$ cat src/rtl/linear_layer_backprop.sv
// rtl/linear_layer_backprop.sv - sequential W^T*g backward engine for one linear layer
// One MAC per cycle walks o fastest, i slowest; grad_out only moves on the completing edge.
module linear_layer_backprop #(
  parameter int WIDTH = 16,
  parameter int NIN = 4,
  parameter int NOUT = 4,
  parameter logic [WIDTH*NIN*NOUT-1:0] WEIGHTS_MATRIX_FLAT = '0
) (
  input  logic                                  clk,
  input  logic                                  rst,
  input  logic signed [0:NOUT-1][WIDTH-1:0]     grad_in,
  input  logic                                  in_valid,
  output logic                                  in_ready,
  output logic signed [0:NIN-1][WIDTH-1:0]      grad_out,
  output logic                                  out_valid,
  input  logic                                  out_ready
);

  localparam int ACCW = 2*WIDTH + $clog2(NOUT) + 1;
  localparam int IW = (NIN > 1) ? $clog2(NIN) : 1;
  localparam int OW = (NOUT > 1) ? $clog2(NOUT) : 1;

  typedef enum logic [1:0] {S_IDLE, S_COMPUTE, S_DONE} state_t;

  state_t                      r_state;
  state_t                      w_state_next;
  logic [0:NOUT-1][WIDTH-1:0]  r_g;
  logic signed [ACCW-1:0]      r_acc;
  logic [IW-1:0]               r_i;
  logic [OW-1:0]               r_o;
  logic [0:NIN-1][WIDTH-1:0]   r_res;
  logic [0:NIN-1][WIDTH-1:0]   r_grad_out;

  logic [WIDTH-1:0]            w_wmat [NOUT][NIN];
  logic signed [WIDTH-1:0]     w_weight;
  logic signed [WIDTH-1:0]     w_gval;
  logic signed [2*WIDTH-1:0]   w_prod;
  logic signed [ACCW-1:0]      w_sum;
  logic                        w_last_o;
  logic                        w_last_i;
  logic [0:NIN-1][WIDTH-1:0]   w_res_next;

  for (genvar go = 0; go < NOUT; go++) begin : g_row
    for (genvar gi = 0; gi < NIN; gi++) begin : g_col
      assign w_wmat[go][gi] = WEIGHTS_MATRIX_FLAT[WIDTH*(go*NIN+gi) +: WIDTH];
    end
  end

  always_comb begin
    w_weight   = $signed(w_wmat[r_o][r_i]);
    w_gval     = $signed(r_g[r_o]);
    w_prod     = (2*WIDTH)'(w_weight) * (2*WIDTH)'(w_gval);
    w_sum      = r_acc + ACCW'(w_prod);
    w_last_o   = (r_o == OW'(NOUT-1));
    w_last_i   = (r_i == IW'(NIN-1));
    // Result buffer as it will look after this edge, so the final copy includes the last term.
    w_res_next = r_res;
    w_res_next[r_i] = w_sum[WIDTH-1:0];
  end

  always_comb begin
    w_state_next = r_state;
    in_ready     = 1'b0;
    out_valid    = 1'b0;
    case (r_state)
      S_IDLE: begin
        in_ready = 1'b1;
        if (in_valid) w_state_next = S_COMPUTE;
      end
      S_COMPUTE: begin
        if (w_last_o && w_last_i) w_state_next = S_DONE;
      end
      S_DONE: begin
        out_valid = 1'b1;
        if (out_ready) w_state_next = S_IDLE;
      end
      default: w_state_next = S_IDLE;
    endcase
  end

  always_ff @(posedge clk) begin
    if (rst) r_state <= S_IDLE;
    else     r_state <= w_state_next;
  end

  always_ff @(posedge clk) begin
    if (rst) begin
      r_g        <= '0;
      r_acc      <= '0;
      r_i        <= '0;
      r_o        <= '0;
      r_res      <= '0;
      r_grad_out <= '0;
    end else begin
      case (r_state)
        S_IDLE: begin
          if (in_valid) begin
            r_g   <= grad_in;
            r_acc <= '0;
            r_i   <= '0;
            r_o   <= '0;
          end
        end
        S_COMPUTE: begin
          if (w_last_o) begin
            r_res <= w_res_next;
            r_acc <= '0;
            r_o   <= '0;
            if (w_last_i) begin
              r_i        <= '0;
              r_grad_out <= w_res_next;
            end else begin
              r_i <= r_i + IW'(1);
            end
          end else begin
            r_acc <= w_sum;
            r_o   <= r_o + OW'(1);
          end
        end
        default: ;
      endcase
    end
  end

  assign grad_out = r_grad_out;

endmodule

$ cat config.mk
export PLATFORM = sky130hd
export DESIGN_NAME = linear_layer_backprop
export DESIGN_NICKNAME = d
export VERILOG_FILES = /design/src/rtl/linear_layer_backprop.sv
export SDC_FILE = /design/constraint.sdc
export NUM_CORES = 1
export LEC_CHECK = 0
export ABC_AREA = 1
export CELL_PAD_IN_SITES_DETAIL_PLACEMENT = 1
export CELL_PAD_IN_SITES_GLOBAL_PLACEMENT = 1
export CORE_UTILIZATION = 36
export CTS_CLUSTER_SIZE = 10
export DETAILED_ROUTE_END_ITERATION = 16
export GPL_ROUTABILITY_DRIVEN = 0
export PLACE_DENSITY_LB_ADDON = 0.1
export SKIP_CTS_REPAIR_TIMING = 1
export SYNTH_ARGS = -nofsm -noshare
export SYNTH_HDL_FRONTEND = slang
export SYNTH_SLANG_ARGS = --single-unit
$ cat constraint.sdc
create_clock -name clk -period 2.1 [get_ports clk]
set_input_delay 0.63 -clock clk [delete_from_list [all_inputs] [get_ports clk]]
set_output_delay 0.63 -clock clk [all_outputs]
set_load 0.005 [all_outputs]
==> flow_summary_export.csv <==
group,metric,value,unit
sta,whs,0.421,ns
detailed_routing,wl,9490,microns
placed_design,dp_hpwl,6160,microns
sta,slew_headroom,65.5,%
global_routing,antenna_violations_before_repair,0,
floorplanning,rows,40,
detailed_routing,route.antenna.remaining_nets,0,
cells_and_area,filler_instances,1448,
critical_path,critical_path.slowest_cell,"clkdlybuf4s50_1",
power_and_ir_drop,ir_drop,0.333,mV
synth,synth_top_family_by_area,"simple AND/OR/NAND/NOR gates",
critical_path,path_delay_family,"buffers and inverters",
power_and_ir_drop,ratio_of_total_power_to_cell_area,912,nW/um^2
synth,post-synth-top-count-cell,"dfxtp_1",
synth,distinct_cell_type_count_after_synthesis,23,
floorplanning,die_h,114,microns
global_routing,groute.layer.met1.usage,18.9,%
floorplanning,core,12100,sq um
synth,synth-main-ff-cell,"dfxtp_1",
critical_path,crit_type,"reg2out",
synth,synth_compound_area_share,6.52,%
sta,report.final.hold_viol_count,0,
critical_path,cp_data_required_time,1.47,ns
clock_tree,cts_tree,"done",
floorplanning,initial_utilization,37.1,%
synth,synth_xor_xnor_area_share,0,%
detailed_routing,vias,3483,
sta,rsz_0062_raised_after_global_routing,"false",
synth,synthDominantCellAreaShare,53.0,%
worst_hold_path,worst_hold_path_type,"reg2reg",
global_routing,groute.layer.met2.usage,27.4,%
cells_and_area,drive_gt1_share,15.6,%
placed_design,dp_cells,752,
job,max_cap_violations,0,
cells_and_area,num-nets-final,676,
synth,netlist.top_cell.by_area,"dfxtp_1",
global_routing,grt_overflow,0,
power_and_ir_drop,p_leak,2.64,nW
synth,proportion_of_synthesized_area_in_mux_cells,0,%
synth,syn-num-nets,605,
global_routing,grtUsageMet3,4.99,%
synth,post_synth_inst_count,532,
clock_tree,clock_sinks,119,
critical_path,critical_path_arrival,1.38,ns
sta,finalCriticalPeriod,2.01,ns
synth,synthesis.area,4490,sq um
placed_design,dpl_worst_slack,0.208,ns
critical_path,cp_cell_sequence,"nor2_2 > clkdlybuf4s50_1",
cells_and_area,area_growth_from_synthesis_to_final_layout,32.1,%
synth,synthesis.yosys.warnings,0,
detailed_routing,remaining_drc_errors,0,
synth,post_synth_fa_ha_maj_area_fraction,1.39,%
sta,layout_worst_path_cycle_share,95.6,%
power_and_ir_drop,total_power,0.00541,W
synth,post_synth_main_area_contributors,"dfxtp_1 (53%), nand3_1 (9.1%), inv_1 (7.6%), nor2_1 (6.8%), a21oi_2 (5.8%)",
clock_tree,worstSkewPairLatency,0.41,ns
global_routing,pin_count_of_the_biggest_net_entering_global_routing,46,
clock_tree,cts.htree.levels,4,
clock_tree,clock_tree.root_cell,"clkbuf_16",
sta,total_neg_setup_slack,0,ns
detailed_routing,first_pass_iters,4,
sta,max_slew.worst_pin.slew,0.518,ns
sta,report.final.slew_viol_count,0,
global_routing,most_heavily_used_metal_layer_in_global_routing,"met2",
global_routing,number_of_global_route_vias_before_repair,3537,
synth,synth_area_per_cell,8.44,sq um
sta,achievable-frequency,498,MHz
critical_path,worst_path_largest_cell_delay,0.51,ns
synth,synth_sequential_area_ratio,53.0,%
sta,clock_skew,0.00416,ns
placed_design,io_buffer_count,69,
clock_tree,cts_bufs_inserted,17,
detailed_routing,drt-wirelength-per-cell,12.1,microns
global_routing,grt_use_total,16.4,%
critical_path,critical_path.endpoint_type,"output pin",
floorplanning,ports_placed_on_the_boundary,134,
global_routing,grt_first_pass_wirelength,16300,microns
cells_and_area,antennaDiodeCount,0,
detailed_routing,iter_0_drt_violations,114,
outcome,status,"completed",
floorplanning,die_width,114,microns
clock_tree,clkTransAtPathRegs,0.05,ns
critical_path,cp_num_buf_inv,1,
sta,post-route-worst-setup-slack,0.0934,ns
clock_tree,number_of_buffers_on_the_longest_clock_path,2,
sta,setup-violations-final,0,
synth,simple_gate_share_of_the_synthesized_area,26.3,%
synth,synth.ff_latch_count,119,
critical_path,setup.worst_path.start_class,"register",
cells_and_area,stdcell_count,783,
synth,synth_top_cells_by_count,"dfxtp_1 (119), inv_1 (91), nand3_1 (82)",
critical_path,crit_fanout,3,
synth,synth_enable_flop_cells,0,
synth,asyncSetResetFlopFracSynth,0,%
floorplanning,floorplan.die_area,12900,sq um
detailed_routing,avgViaCountPerCell,4.45,
-- per-stage QoR --
step / utilization [%] / instance area (sq um)
detailed placement: 43.9 / 5320
CTS: 48.9 / 5920
global route: 49.0 / 5930
global placement: 43.9 / 5320
finish: 49.0 / 5930
floorplan: - / 4490
-- cells by family after synthesis --
group	after synthesis
compound gates	36
simple gates	249
fa+ha+maj	5
buf+inv	123
flops	119
-- flip-flops by register name (all words and copies together), names as in the netlist --
| name | cells |
|---|---|
| r_o | 2 |
| r_i | 2 |
| grad_out | 64 |
| r_acc | 1 |
| r_state | 2 |
| r_res | 48 |
-- path summary, 6_finish.rpt --
path / startpoint / to / slack (ns) / cells after the start
worst max-delay path: r_state[1]$_SDFFE_PP0P_ / in_ready / 0.09 / 2
worst min-delay path: grad_out[9]$_SDFFE_PP0P_ / grad_out[9]$_SDFFE_PP0P_ / 0.42 / 2
worst max register to register: r_i[0]$_SDFFE_PP0P_ / grad_out[27]$_SDFFE_PP0P_ / 0.47 / 6
worst min register to register: grad_out[9]$_SDFFE_PP0P_ / grad_out[9]$_SDFFE_PP0P_ / 0.42 / 2
-- metal layers --
layer / part of all wire [%] / wire length, microns
met1: 46 / 4340
met2: 48 / 4570
met3: 4.4 / 413
met4: 1.8 / 167
met5: 0 / 0
-- layout by cell type (no fill, tap or decap), types with 4 or more instances in the layout --
| cell type | count |
|---|---|
| clkbuf_8 | 4 |
| buf_12 | 4 |
| a21oi_2 | 30 |
| nand3_2 | 10 |
| a21oi_1 | 4 |
| nand2_1 | 67 |
| nand3_1 | 82 |
| clkinv_2 | 5 |
| ha_1 | 5 |
| nand2_4 | 4 |
| clkdlybuf4s50_1 | 68 |
| dfxtp_1 | 118 |
| inv_1 | 91 |
| clkbuf_16 | 17 |
| buf_4 | 8 |
| nor2_1 | 79 |
-- cell type report --
| class | instances | area [sq um] | area share (%) |
|---|---|---|---|
| clock buffers | 22 | 484 | 8.16 |
| clock inverters | 9 | 123 | 2.07 |
| inverters | 94 | 358 | 6.03 |
| multi-input cells | 290 | 1540 | 26.0 |
| flip-flops and latches | 119 | 2380 | 40.2 |
| well taps | 168 | 210 | 3.54 |
| repair buffers | 81 | 833 | 14.0 |
-- power breakdown --
group | internal, W | leakage (nW) | switching (W)
clock network | 0.00197 | 0.302 | 0.000979
logic | 0.0000553 | 1.38 | 0.000129
registers | 0.00227 | 0.959 | 0.00000689
-- worst min-delay path: stages, from the launching register on --
cell     delay [ns]
dfxtp_1        0.30
inv_1          0.04
nor2_1         0.03
Note: power is estimated with default switching activity, not from simulation.
